[config.mk]
export PLATFORM = sky130hd
export DESIGN_NAME = uart_core_param_flat
export DESIGN_NICKNAME = d
export VERILOG_FILES = /design/src/rtl/uart_core_param_if.sv /design/src/rtl/uart_core_param.sv /design/src/flat_wrapper.sv
export SDC_FILE = /design/constraint.sdc
export NUM_CORES = 1
export LEC_CHECK = 0
export CAP_MARGIN = 0
export CORE_MARGIN = 4
export CORE_UTILIZATION = 40
export CTS_CLUSTER_SIZE = 30
export DETAILED_ROUTE_END_ITERATION = 8
export HOLD_SLACK_MARGIN = 0.15
export PLACE_DENSITY_LB_ADDON = 0.15
export SKIP_LAST_GASP = 1
export SYNTH_ARGS = -nofsm -noshare
export SYNTH_HDL_FRONTEND = slang
export SYNTH_SLANG_ARGS = --single-unit
[constraint.sdc]
create_clock -name clk_i -period 3.9 [get_ports clk_i]
set_input_delay 0.585 -clock clk_i [delete_from_list [all_inputs] [get_ports clk_i]]
set_output_delay 0.585 -clock clk_i [all_outputs]
set_load 0.1 [all_outputs]
[src/rtl/uart_core_param_if.sv]
// uart_core_param_if: peripheral register bus between a bus master and the UART.
// One-cycle write/read strobes; read data returns on the following cycle.
interface uart_core_param_if;
    logic [11:0] reg_addr;
    logic [31:0] reg_wdata;
    logic        reg_we;
    logic        reg_re;
    logic [31:0] reg_rdata;

    modport master (
        output reg_addr, reg_wdata, reg_we, reg_re,
        input  reg_rdata
    );
    modport slave (
        input  reg_addr, reg_wdata, reg_we, reg_re,
        output reg_rdata
    );
endinterface

[src/rtl/uart_core_param.sv]
// uart_core_param: register-mapped full-duplex UART, TX/RX FIFOs, interrupts.
// Parity generation/checking is built only when UART_PARITY_EN is defined.
module uart_core_param #(
    parameter int DATA_W       = 8,
    parameter int FIFO_DEPTH   = 8,
    parameter int TIMEOUT_BITS = 32
) (
    input  logic             clk_i,
    input  logic             rst_ni,
    uart_core_param_if.slave bus,
    input  logic             rx_i,
    output logic             tx_o,
    output logic             intr_tx_wm,
    output logic             intr_rx_wm,
    output logic             intr_rx_timeout,
    output logic             intr_rx_err,
    output logic             intr_tx_done
);
    localparam int AW = $clog2(FIFO_DEPTH);
    localparam int TW = $clog2(TIMEOUT_BITS + 1);

    typedef enum logic [2:0] {S_IDLE, S_START, S_DATA, S_PAR, S_STOP} st_t;

    logic [15:0] div_q;
    logic        tx_en_q, rx_en_q, tmo_q, err_q;
    logic [5:0]  tx_wm_q, rx_wm_q;
    logic [4:0]  ien_q;
    logic [31:0] rd_val, rdata_q;

    logic a_div, a_tx, a_rx, a_ctrl, a_wm, a_stat, a_ien, a_ist;
    assign a_div  = bus.reg_addr == 12'h000;
    assign a_tx   = bus.reg_addr == 12'h004;
    assign a_rx   = bus.reg_addr == 12'h008;
    assign a_ctrl = bus.reg_addr == 12'h00C;
    assign a_wm   = bus.reg_addr == 12'h010;
    assign a_stat = bus.reg_addr == 12'h014;
    assign a_ien  = bus.reg_addr == 12'h018;
    assign a_ist  = bus.reg_addr == 12'h01C;

    logic wr_ctrl, wr_tx, wr_ist, rd_rx, tx_rst, rx_rst, div_ok;
    assign wr_ctrl = bus.reg_we && a_ctrl;
    assign wr_tx   = bus.reg_we && a_tx;
    assign wr_ist  = bus.reg_we && a_ist;
    assign rd_rx   = bus.reg_re && a_rx;
    assign tx_rst  = wr_ctrl && bus.reg_wdata[4];
    assign rx_rst  = wr_ctrl && bus.reg_wdata[5];
    assign div_ok  = div_q >= 16'd2;

    logic par_en, par_odd;
`ifdef UART_PARITY_EN
    always_ff @(posedge clk_i or negedge rst_ni)
        if (!rst_ni) {par_odd, par_en} <= 2'b00;
        else if (wr_ctrl) {par_odd, par_en} <= bus.reg_wdata[3:2];
`else
    assign par_en  = 1'b0;
    assign par_odd = 1'b0;
`endif

    // FIFOs: one extra pointer bit separates full from empty
    logic [DATA_W-1:0] tx_mem [FIFO_DEPTH];
    logic [DATA_W-1:0] rx_mem [FIFO_DEPTH];
    logic [AW:0] tx_wp, tx_rp, rx_wp, rx_rp;
    logic [6:0]  tx_lvl, rx_lvl;
    logic tx_full, tx_empty, rx_full, rx_empty;
    logic tx_push, tx_pop, tx_ovf, rx_push, rx_pop, rx_ovf, rx_req, rx_ferr;

    assign tx_lvl   = 7'(tx_wp - tx_rp);
    assign rx_lvl   = 7'(rx_wp - rx_rp);
    assign tx_empty = tx_wp == tx_rp;
    assign rx_empty = rx_wp == rx_rp;
    assign tx_full  = (tx_wp[AW] != tx_rp[AW]) && (tx_wp[AW-1:0] == tx_rp[AW-1:0]);
    assign rx_full  = (rx_wp[AW] != rx_rp[AW]) && (rx_wp[AW-1:0] == rx_rp[AW-1:0]);
    assign tx_push  = wr_tx && !tx_full;
    assign tx_ovf   = wr_tx && tx_full;
    assign rx_push  = rx_req && !rx_full;
    assign rx_ovf   = rx_req && rx_full;
    assign rx_pop   = rd_rx && !rx_empty;

    // TX engine
    st_t tx_st, tx_st_n;
    logic [15:0] tx_cnt, tx_cnt_n;
    logic [2:0] tx_bit, tx_bit_n;
    logic [DATA_W-1:0] tx_sh, tx_sh_n;
    logic tx_par, tx_par_n, tx_tick;
    assign tx_tick = tx_cnt == div_q - 16'd1;

    always_comb begin
        tx_st_n  = tx_st;
        tx_cnt_n = tx_cnt + 16'd1;
        tx_bit_n = tx_bit;
        tx_sh_n  = tx_sh;
        tx_par_n = tx_par;
        tx_pop   = 1'b0;
        unique case (tx_st)
            S_IDLE: begin
                tx_cnt_n = '0;
                if (tx_en_q && !tx_empty && div_ok) begin
                    tx_st_n  = S_START;
                    tx_sh_n  = tx_mem[tx_rp[AW-1:0]];
                    tx_par_n = ^tx_mem[tx_rp[AW-1:0]] ^ par_odd;
                    tx_pop   = 1'b1;
                end
            end
            S_START: if (tx_tick) begin
                tx_st_n  = S_DATA;
                tx_cnt_n = '0;
                tx_bit_n = '0;
            end
            S_DATA: if (tx_tick) begin
                tx_cnt_n = '0;
                tx_bit_n = tx_bit + 3'd1;
                tx_sh_n  = tx_sh >> 1;
                if (tx_bit == 3'(DATA_W - 1)) tx_st_n = par_en ? S_PAR : S_STOP;
            end
            S_PAR: if (tx_tick) begin
                tx_st_n  = S_STOP;
                tx_cnt_n = '0;
            end
            S_STOP: if (tx_tick) tx_st_n = S_IDLE;
            default: tx_st_n = S_IDLE;
        endcase
        if (tx_rst || !div_ok) begin
            tx_st_n = S_IDLE;
            tx_pop  = 1'b0;
        end
    end

    always_ff @(posedge clk_i or negedge rst_ni)
        if (!rst_ni) begin
            tx_st  <= S_IDLE;
            tx_cnt <= '0;
            tx_bit <= '0;
            tx_sh  <= '0;
            tx_par <= 1'b0;
        end else begin
            tx_st  <= tx_st_n;
            tx_cnt <= tx_cnt_n;
            tx_bit <= tx_bit_n;
            tx_sh  <= tx_sh_n;
            tx_par <= tx_par_n;
        end

    always_comb begin
        tx_o = 1'b1;
        unique case (tx_st)
            S_START: tx_o = 1'b0;
            S_DATA:  tx_o = tx_sh[0];
            S_PAR:   tx_o = tx_par;
            default: tx_o = 1'b1;
        endcase
    end

    // RX engine; the synchroniser idles high so reset never fakes a start edge
    logic rx_s1, rx_s2, rx_q;
    always_ff @(posedge clk_i or negedge rst_ni)
        if (!rst_ni) {rx_q, rx_s2, rx_s1} <= 3'b111;
        else {rx_q, rx_s2, rx_s1} <= {rx_s2, rx_s1, rx_i};

    st_t rx_st, rx_st_n;
    logic [15:0] rx_cnt, rx_cnt_n;
    logic [2:0] rx_bit, rx_bit_n;
    logic [DATA_W-1:0] rx_sh, rx_sh_n;
    logic rx_pb, rx_pb_n, rx_tick, rx_mid;
    assign rx_tick = rx_cnt == div_q - 16'd1;
    assign rx_mid  = rx_cnt == {1'b0, div_q[15:1]};

    always_comb begin
        rx_st_n  = rx_st;
        rx_cnt_n = rx_cnt + 16'd1;
        rx_bit_n = rx_bit;
        rx_sh_n  = rx_sh;
        rx_pb_n  = rx_pb;
        rx_req   = 1'b0;
        rx_ferr  = 1'b0;
        unique case (rx_st)
            S_IDLE: begin
                rx_cnt_n = '0;
                rx_pb_n  = 1'b0;
                if (rx_en_q && rx_q && !rx_s2) rx_st_n = S_START;
            end
            S_START: begin
                if (rx_mid && rx_s2) rx_st_n = S_IDLE;
                else if (rx_tick) begin
                    rx_st_n  = S_DATA;
                    rx_cnt_n = '0;
                    rx_bit_n = '0;
                end
            end
            S_DATA: begin
                if (rx_mid) rx_sh_n = {rx_s2, rx_sh[DATA_W-1:1]};
                if (rx_tick) begin
                    rx_cnt_n = '0;
                    rx_bit_n = rx_bit + 3'd1;
                    if (rx_bit == 3'(DATA_W - 1)) rx_st_n = par_en ? S_PAR : S_STOP;
                end
            end
            S_PAR: begin
                if (rx_mid) rx_pb_n = rx_s2 ^ (^rx_sh) ^ par_odd;
                if (rx_tick) begin
                    rx_st_n  = S_STOP;
                    rx_cnt_n = '0;
                end
            end
            // Decide at mid-stop so the next start edge is never missed
            S_STOP: if (rx_mid) begin
                rx_st_n = S_IDLE;
                if (!rx_s2 || rx_pb) rx_ferr = 1'b1;
                else rx_req = 1'b1;
            end
            default: rx_st_n = S_IDLE;
        endcase
        if (rx_rst || !div_ok) begin
            rx_st_n = S_IDLE;
            rx_req  = 1'b0;
            rx_ferr = 1'b0;
        end
    end

    always_ff @(posedge clk_i or negedge rst_ni)
        if (!rst_ni) begin
            rx_st  <= S_IDLE;
            rx_cnt <= '0;
            rx_bit <= '0;
            rx_sh  <= '0;
            rx_pb  <= 1'b0;
        end else begin
            rx_st  <= rx_st_n;
            rx_cnt <= rx_cnt_n;
            rx_bit <= rx_bit_n;
            rx_sh  <= rx_sh_n;
            rx_pb  <= rx_pb_n;
        end

    always_ff @(posedge clk_i) begin
        if (tx_push) tx_mem[tx_wp[AW-1:0]] <= bus.reg_wdata[DATA_W-1:0];
        if (rx_push) rx_mem[rx_wp[AW-1:0]] <= rx_sh;
    end

    always_ff @(posedge clk_i or negedge rst_ni)
        if (!rst_ni) begin
            tx_wp <= '0;
            tx_rp <= '0;
            rx_wp <= '0;
            rx_rp <= '0;
        end else begin
            if (tx_rst) begin
                tx_wp <= '0;
                tx_rp <= '0;
            end else begin
                if (tx_push) tx_wp <= tx_wp + 1'b1;
                if (tx_pop)  tx_rp <= tx_rp + 1'b1;
            end
            if (rx_rst) begin
                rx_wp <= '0;
                rx_rp <= '0;
            end else begin
                if (rx_push) rx_wp <= rx_wp + 1'b1;
                if (rx_pop)  rx_rp <= rx_rp + 1'b1;
            end
        end

    // Timeout: bit-times of RX idle with unread data, saturating after one fire
    logic [15:0] to_cnt;
    logic [TW-1:0] to_bits;
    logic to_run, to_clr, to_bt, to_fire;
    assign to_clr  = rx_st != S_IDLE || rx_pop || rx_rst || rx_empty;
    assign to_run  = div_ok && to_bits != TW'(TIMEOUT_BITS);
    assign to_bt   = to_cnt == div_q - 16'd1;
    assign to_fire = !to_clr && to_run && to_bt && to_bits == TW'(TIMEOUT_BITS - 1);

    always_ff @(posedge clk_i or negedge rst_ni)
        if (!rst_ni) begin
            to_cnt  <= '0;
            to_bits <= '0;
        end else if (to_clr) begin
            to_cnt  <= '0;
            to_bits <= '0;
        end else if (to_run) begin
            to_cnt  <= to_bt ? 16'd0 : to_cnt + 16'd1;
            to_bits <= to_bits + TW'(to_bt);
        end

    logic [4:0] ist;
    assign ist = {tx_empty && tx_st == S_IDLE, err_q, tmo_q,
                  rx_lvl >= {1'b0, rx_wm_q}, tx_lvl <= {1'b0, tx_wm_q}};
    assign {intr_tx_done, intr_rx_err, intr_rx_timeout, intr_rx_wm, intr_tx_wm} = ist & ien_q;

    always_ff @(posedge clk_i or negedge rst_ni)
        if (!rst_ni) begin
            div_q   <= '0;
            tx_en_q <= 1'b0;
            rx_en_q <= 1'b0;
            tx_wm_q <= '0;
            rx_wm_q <= '0;
            ien_q   <= '0;
            tmo_q   <= 1'b0;
            err_q   <= 1'b0;
            rdata_q <= '0;
        end else begin
            if (bus.reg_we && a_div) div_q <= bus.reg_wdata[15:0];
            if (wr_ctrl) {rx_en_q, tx_en_q} <= bus.reg_wdata[1:0];
            if (bus.reg_we && a_wm) begin
                tx_wm_q <= bus.reg_wdata[5:0];
                rx_wm_q <= bus.reg_wdata[13:8];
            end
            if (bus.reg_we && a_ien) ien_q <= bus.reg_wdata[4:0];
            tmo_q   <= to_fire | (tmo_q & ~(wr_ist & bus.reg_wdata[2]));
            err_q   <= tx_ovf | rx_ovf | rx_ferr | (err_q & ~(wr_ist & bus.reg_wdata[3]));
            rdata_q <= bus.reg_re ? rd_val : 32'd0;
        end

    always_comb begin
        rd_val = '0;
        unique case (1'b1)
            a_div:  rd_val = {16'd0, div_q};
            a_rx:   rd_val = rx_empty ? 32'd0 : 32'(rx_mem[rx_rp[AW-1:0]]);
            a_ctrl: rd_val = {28'd0, par_odd, par_en, rx_en_q, tx_en_q};
            a_wm:   rd_val = {18'd0, rx_wm_q, 2'd0, tx_wm_q};
            a_stat: rd_val = {14'd0, rx_st != S_IDLE, tx_st != S_IDLE,
                              1'b0, rx_lvl, 1'b0, tx_lvl};
            a_ien:  rd_val = {27'd0, ien_q};
            a_ist:  rd_val = {27'd0, ist};
            default: rd_val = '0;
        endcase
    end

    assign bus.reg_rdata = rdata_q;
endmodule

[src/flat_wrapper.sv]
// flat-port wrapper written by rule: the top's interface ports become plain ports
module uart_core_param_flat 
#(
    parameter int DATA_W       = 8,
    parameter int FIFO_DEPTH   = 8,
    parameter int TIMEOUT_BITS = 32
)
  (clk_i, rst_ni, rx_i, tx_o, intr_tx_wm, intr_rx_wm, intr_rx_timeout, intr_rx_err, intr_tx_done, bus_reg_addr, bus_reg_wdata, bus_reg_we, bus_reg_re, bus_reg_rdata);
  uart_core_param_if bus_i ();
  input  logic clk_i;
  input  logic rst_ni;
  input  logic rx_i;
  output logic tx_o;
  output logic intr_tx_wm;
  output logic intr_rx_wm;
  output logic intr_rx_timeout;
  output logic intr_rx_err;
  output logic intr_tx_done;
  input wire logic [$bits(bus_i.reg_addr)-1:0] bus_reg_addr;
  input wire logic [$bits(bus_i.reg_wdata)-1:0] bus_reg_wdata;
  input wire logic [$bits(bus_i.reg_we)-1:0] bus_reg_we;
  input wire logic [$bits(bus_i.reg_re)-1:0] bus_reg_re;
  output wire logic [$bits(bus_i.reg_rdata)-1:0] bus_reg_rdata;
  assign bus_i.reg_addr = bus_reg_addr;
  assign bus_i.reg_wdata = bus_reg_wdata;
  assign bus_i.reg_we = bus_reg_we;
  assign bus_i.reg_re = bus_reg_re;
  assign bus_reg_rdata = bus_i.reg_rdata;
  uart_core_param #(.DATA_W(DATA_W), .FIFO_DEPTH(FIFO_DEPTH), .TIMEOUT_BITS(TIMEOUT_BITS)) u_core (.clk_i(clk_i), .rst_ni(rst_ni), .bus(bus_i), .rx_i(rx_i), .tx_o(tx_o), .intr_tx_wm(intr_tx_wm), .intr_rx_wm(intr_rx_wm), .intr_rx_timeout(intr_rx_timeout), .intr_rx_err(intr_rx_err), .intr_tx_done(intr_tx_done));
endmodule
==> results of run 1 <==
[worst max-delay path: cells and delay by family (launching register included)]
family / cells / cell delay (ns)
fa+ha+maj: 3 / 0.92
flops: 1 / 0.38
compound gates: 5 / 0.83
simple gates: 2 / 0.39
buf+inv: 3 / 0.29
[worst min-delay path by stage]
stage	depth (start not counted)	startpoint	endpoint
2_1_floorplan	0	rst_ni	u_core.bus.reg_rdata[0]
3_3_place_gp	0	u_core.rx_s1	u_core.rx_s2
3_5_place_dp	0	u_core.rx_s1	u_core.rx_s2
4_1_cts	0	u_core.rx_s1	u_core.rx_s2
5_1_grt	0	u_core.rx_s1	u_core.rx_s2
6_report	0	u_core.rx_s1	u_core.rx_s2
[per-layer routing]
layer / track usage / wire length, microns / up-vias
met5: 0 / 0 / -
met3: 0.0326 / 1970 / 56
met4: 0.0491 / 884 / 0
met2: 0.302 / 18000 / 236
met1: 0.271 / 18000 / 5253
li1: - / - / 4967
[flip-flops by register name, summed over array words and instances, names as in the netlist, 8 cells and up]
register              count
u_core.rx_mem            64
u_core.tx_mem            64
u_core.bus.reg_rdata     18
u_core.div_q             16
u_core.rx_cnt            16
u_core.to_cnt            16
u_core.tx_cnt            16
u_core.rx_sh              8
u_core.tx_sh              8
[power breakdown]
part	total, mW	switching (mW)	internal (mW)
combinational	0.302	0.201	0.101
sequential	3.18	0.0205	3.16
clock	3.07	1.23	1.84
total	6.55	1.45	5.10
[kinds of logic after synthesis]
logic type / after synthesis / share of synthesized area
xor gates and xnor gates: 129 / 0.0778
and+or+nand+nor: 441 / 0.153
muxes: 91 / 0.0907
buffers and inverters: 136 / 0.0416
adders and majority gates: 39 / 0.0334
DFF: 286 / 0.518
other: 1 / 0.000249
AOI/OAI and AO/OA: 179 / 0.0847
[what timing repair did]
action	in CTS	in global routing
setup buffers	26	3
endpoints found under the setup margin	2	5
pin swaps	7	4
resized for setup	7	8
hold buffers	1	0
endpoints found under the hold margin	34	0
[layout make-up]
class                           instances  area, sq um
Multi-Input combinational cell        893         6740
Sequential cell                       286         7800
Inverter                               48          180
Timing Repair Buffer                  162         1390
Fill cell                            3391        19100
Clock buffer                           48          996
Clock inverter                         12         81.3
Tap cell                              504          631
[stage by stage]
step / TNS (ns) / instance area [sq um]
floorplan: 0 / 15100
global placement: 0 / 16500
detailed placement: 0 / 16500
CTS: -0.0972 / 17800
global route: -0.351 / 17800
finish: -0.00624 / 17800
[layout by cell type, fill, tap and decap left out, types with 16 or more instances in the layout]
cell             netlist  final
dfrtp_1              155    153
edfxtp_1             128    128
nor2_1               106    106
buf_4                 17    106
nand2_1              100    100
xnor2_1               71     70
xor2_1                55     55
clkdlybuf4s50_1        0     51
nand3_1               48     47
inv_1                 46     44
mux2_2                43     43
clkbuf_16              0     36
ha_1                  37     34
o21ai_0               33     32
mux4_2                32     32
and3_1                28     27
nor3_1                27     27
a21oi_1               26     26
nand4_1               17     17
nand2b_1              16     16
==> results.sh, run 1 <==
export IMPL_whs_ns=0.355
export IMPL_rsz0062_at_grt="true"
export IMPL_tightest_slew_ns=0.996
export IMPL_hp_class="reg2reg"
export IMPL_worstSetupEndpoint="intr_tx_wm"
export IMPL_clock_latency_ns=0.53
export IMPL_wl_mm=38.9
export IMPL_overflow=0
export IMPL_antenna_found_initial=0
export IMPL_drive_gt1_frac=0.194
export IMPL_wl_per_cell_microns=19.9
export IMPL_r2r_start="u_core.tx_wp[0]"
export IMPL_synthCells=1302
export IMPL_die_area_sq_mm=0.0408
export IMPL_synth_common_cells="dfrtp_1, edfxtp_1, nor2_1"
export IMPL_rows=70
export IMPL_dieWidth_microns=202
export IMPL_synth_seq_cells=286
export IMPL_hpwl_mm=27.7
export IMPL_critPathKind="reg2out"
export IMPL_ant_nets=0
export IMPL_setup_viol=1
export IMPL_synth_edf_count=128
export IMPL_utilization=0.483
export IMPL_route_detailed_drc=0
export IMPL_grtUsageTotal=0.190
export IMPL_clk_pin_slew_ns=0.05
export IMPL_vias=10512
export IMPL_maxCapViolations=0
export IMPL_grt_max_degree=79
export IMPL_crit_start="u_core.tx_wp[0]"
export IMPL_place_port_buffers=56
export IMPL_synth_area_sq_mm=0.0151
export IMPL_setup_slack_ns=-0.00624
export IMPL_place_ws_ns=0.262
export IMPL_synthArstFlopShare=0.552
export IMPL_finalCritPeriodShare=1.00
export IMPL_slowest_stage="fa_1"
export IMPL_synth_top_cell_by_area="dfrtp_1"
export IMPL_power_leakage_nw=7.46
export IMPL_synth_top_area_share=0.258
export IMPL_yosys_warnings=0
export IMPL_grt_pass1_wl_mm=61.0
export IMPL_crit_fanout=2
export IMPL_cts_buffers=34
export IMPL_dpl_cell_count=1863
export IMPL_ys_flop_type="dfrtp_1"
export IMPL_drt_initial_drc_count=781
export IMPL_cts_sinks=286
export IMPL_fp_dieH_microns=202
export IMPL_fin_skew_ns=0.0223
export IMPL_status="complete, but fails checks"
export IMPL_synthToLayoutAreaGrowth_pct=18.3
export IMPL_violations="negative setup slack"
export IMPL_seq_area_frac_synth=0.518
export IMPL_regToRegSetupSlack_ns=0.01
export IMPL_max_freq_ghz=0.256
export IMPL_critPathCaptureType="output port"
export IMPL_cp_slowest_stage_delay_ns=0.47
export IMPL_synth_area_leaders="dfrtp_1, edfxtp_1, mux4_2"
export IMPL_cp_start_kind="flop"
export IMPL_relSlewSlack=0.334
export IMPL_cts_tree="built"
export IMPL_cp_arrival_ns=3.32
export IMPL_synth_most_common_cell="dfrtp_1"
export IMPL_htree_levels=2
export IMPL_vdd_drop_max_v=0.000345
export IMPL_clock_path_buffers=3
export IMPL_hold_viol_final=0
export IMPL_ios=87
export IMPL_cts_root_buf="clkbuf_16"
export IMPL_layoutNonFillerInstCount=1953
export IMPL_viasPerCell=5.38
export IMPL_crit_top_cell="o21a_1"
export IMPL_worst_ep_required_time_ns=3.31
export IMPL_avgSynthCellArea_sq_um=11.6
export IMPL_drtPass1Iterations=5
export IMPL_rr_worst_depth=25
export IMPL_ys_types=84
export IMPL_slew_viol_final=0
export IMPL_core_sq_mm=0.0369
export IMPL_diodes=0
export IMPL_initial_core_util=0.408
export IMPL_num_nets_final=1513
export IMPL_grt_pass1_vias=10438
export IMPL_reg2reg_to="u_core.bus.reg_rdata[0]"
export IMPL_powerDensity_mw_per_mm2=368
export IMPL_path_cells="inv_2 > ha_4 > inv_2 > fa_1 > ha_1 > nor2b_1 > o21a_1 > o21a_1 > o21a_1 > o21a_1 > o22ai_2 > and3_4 > buf_12"
export IMPL_period_needed_ns=3.91
export IMPL_finalPower_mw=6.55
export IMPL_place_gp_congestion=0.889
Note: power is estimated with default switching activity, not from simulation.
==> run 2: changes to the inputs <==
- CORE_UTILIZATION: 40 -> 60
==> run 2 against run 1 <==
Against the previous run: the run now ends clean; final cell count is 11% lower; worst hold slack got worse by 0.21 ns; non-clock buffer count decreased by 40; critical path type unchanged; first-iteration DRC count grew 27%; highest routed layer unchanged; register-to-register slack better by 0.28 ns; sequential share of layout area up 1.3 points.
==> results.sh, run 2 (synthesis gave the netlist of run 1 again) <==
export IMPL_use_met3=0.0441
export IMPL_cp_start_kind="flop"
export IMPL_grt_pass1_vias=10659
export IMPL_path_cells="inv_2 > ha_1 > inv_1 > fa_2 > ha_4 > nor2b_1 > o21a_1 > o21a_1 > o21a_1 > o21a_1 > o22ai_2 > and3_4 > buf_12"
export IMPL_grtUsageTotal=0.263
export IMPL_crit_start="u_core.tx_wp[0]"
export IMPL_clock_path_buffers=3
export IMPL_drtPass1Iterations=7
export IMPL_route_detailed_drc=0
export IMPL_antenna_found_initial=0
export IMPL_layout_common_cells="dfrtp_1, edfxtp_1, nor2_1"
export IMPL_fin_skew_ns=0.0180
export IMPL_wl_per_cell_microns=21.0
export IMPL_place_port_buffers=56
export IMPL_critPathCaptureType="output port"
export IMPL_grtUsageMet2=0.412
export IMPL_overflow=0
export IMPL_layoutNonFillerInstCount=1734
export IMPL_place_gp_congestion=0.927
export IMPL_diodes=0
export IMPL_grt_pass1_wl_mm=58.4
export IMPL_status="finished clean"
export IMPL_grt_max_degree=90
export IMPL_use_met1=0.381
export IMPL_num_nets_final=1473
export IMPL_cts_root_buf="clkbuf_16"
export IMPL_maxCapViolations=0
export IMPL_wl_mm=36.5
export IMPL_hpwl_mm=25.5
export IMPL_cp_arrival_ns=3.23
export IMPL_crit_top_cell="o21a_1"
export IMPL_r2r_start="u_core.div_q[0]"
export IMPL_hold_viol_final=0
export IMPL_vias=10645
export IMPL_synthToLayoutAreaGrowth_pct=14.8
export IMPL_power_leakage_nw=7.25
export IMPL_cts_tree="built"
export IMPL_tightest_slew_ns=0.995
export IMPL_die_area_sq_mm=0.0277
export IMPL_whs_ns=0.142
export IMPL_dpl_cell_count=1668
export IMPL_period_needed_ns=3.81
export IMPL_cts_buffers=34
export IMPL_cp_slowest_stage_delay_ns=0.58
export IMPL_vdd_drop_max_v=0.000386
export IMPL_critPathKind="reg2out"
export IMPL_slew_viol_final=0
export IMPL_setup_tns_final_ns=0
export IMPL_layout_commonest_cell="dfrtp_1"
export IMPL_powerDensity_mw_per_mm2=377
export IMPL_slowest_stage="fa_2"
export IMPL_relSlewSlack=0.334
export IMPL_drive_gt1_frac=0.172
export IMPL_htree_levels=2
export IMPL_clock_latency_ns=0.50
export IMPL_fp_dieH_microns=166
export IMPL_core_sq_mm=0.0245
export IMPL_max_freq_ghz=0.262
export IMPL_initial_core_util=0.614
export IMPL_worst_ep_required_time_ns=3.31
export IMPL_finalCritPeriodShare=0.978
export IMPL_ant_nets=0
export IMPL_rows=57
export IMPL_hp_class="in2async"
export IMPL_hold_buffers=0
export IMPL_setup_viol=0
export IMPL_cts_sinks=286
export IMPL_ios=87
export IMPL_clk_pin_slew_ns=0.06
export IMPL_viasPerCell=6.14
export IMPL_drt_initial_drc_count=995
export IMPL_dieWidth_microns=166
export IMPL_crit_fanout=2
export IMPL_top_usage_layer="met2"
[run 2: cell types whose count changed in the layout (fill, tap and decap cells not counted), moves of 2 or more]
cell and delta:
clkinvlp_4 +3, clkinv_1 -2, clkbuf_8 -3, ha_2 -2, inv_2 -2, inv_6 +2, buf_4 -39
[run 2: layer usage]
| metal | vias to the layer above | share of wire |
|---|---|---|
| li1 | 4896 | - |
| met1 | 5278 | 0.43 |
| met2 | 390 | 0.47 |
| met3 | 81 | 0.071 |
| met4 | 0 | 0.030 |
| met5 | - | 0 |
[run 2: where the power goes]
part | switching [mW] | leakage, nW | total, mW | internal (mW)
Sequential | 0.0221 | 3.49 | 3.18 | 3.16
Clock | 1.22 | 0.522 | 3.05 | 1.82
Combinational | 0.195 | 3.24 | 0.291 | 0.0955
Total | 1.44 | 7.25 | 6.52 | 5.08
[run 2: per-stage QoR]
step | util | area [sq um] | total power, mW | setup WS [ns]
after floorplan | - | 15100 | 3.41 | 0.0852
after global placement | 0.657 | 16100 | 3.52 | 0.342
after detailed placement | 0.657 | 16100 | 3.52 | 0.297
after CTS | 0.702 | 17200 | 6.57 | -0.0106
after global routing | 0.705 | 17300 | 6.74 | -0.00479
final | 0.705 | 17300 | 6.52 | 0.0865
[run 2: path summary, 6_finish.rpt]
kind / slack [ns] / end / cells after the start
min in group clk_i: 0.36 / u_core.rx_s2 / 0
worst min register to register: 0.36 / u_core.rx_s2 / 0
max in group asynchronous: 2.77 / u_core.rx_q / 2
worst max register to register: 0.29 / u_core.to_bits[5] / 15
worst min-delay path: 0.14 / u_core.tx_cnt[0] / 1
worst max-delay path: 0.09 / intr_tx_wm / 13
[run 2: area by class of cell]
type                            instances  area [sq um]
Clock buffer                           44           930
Multi-Input combinational cell        893          6750
Sequential cell                       286          7800
Tap cell                              324           405
Inverter                               48           183
Fill cell                            1779          7240
Timing Repair Buffer                  122          1070
Clock inverter                         17           149
[run 2: what timing repair did]
item                                    in CTS  in global routing
gates resized for setup                      2                 13
gates cloned                                 0                  0
endpoints found under the setup margin       2                  3
buffers inserted                             4                  1
pin swaps                                    4                  4
[run 2: critical path: cells and delay by family, from the launching register on]
kind                       cells  cell delay, ns
AOI/OAI and AO/OA              5            0.77
adders and majority gates      3            0.92
buffers and inverters          3            0.29
DFF                            1            0.40
and+or+nand+nor                2            0.37
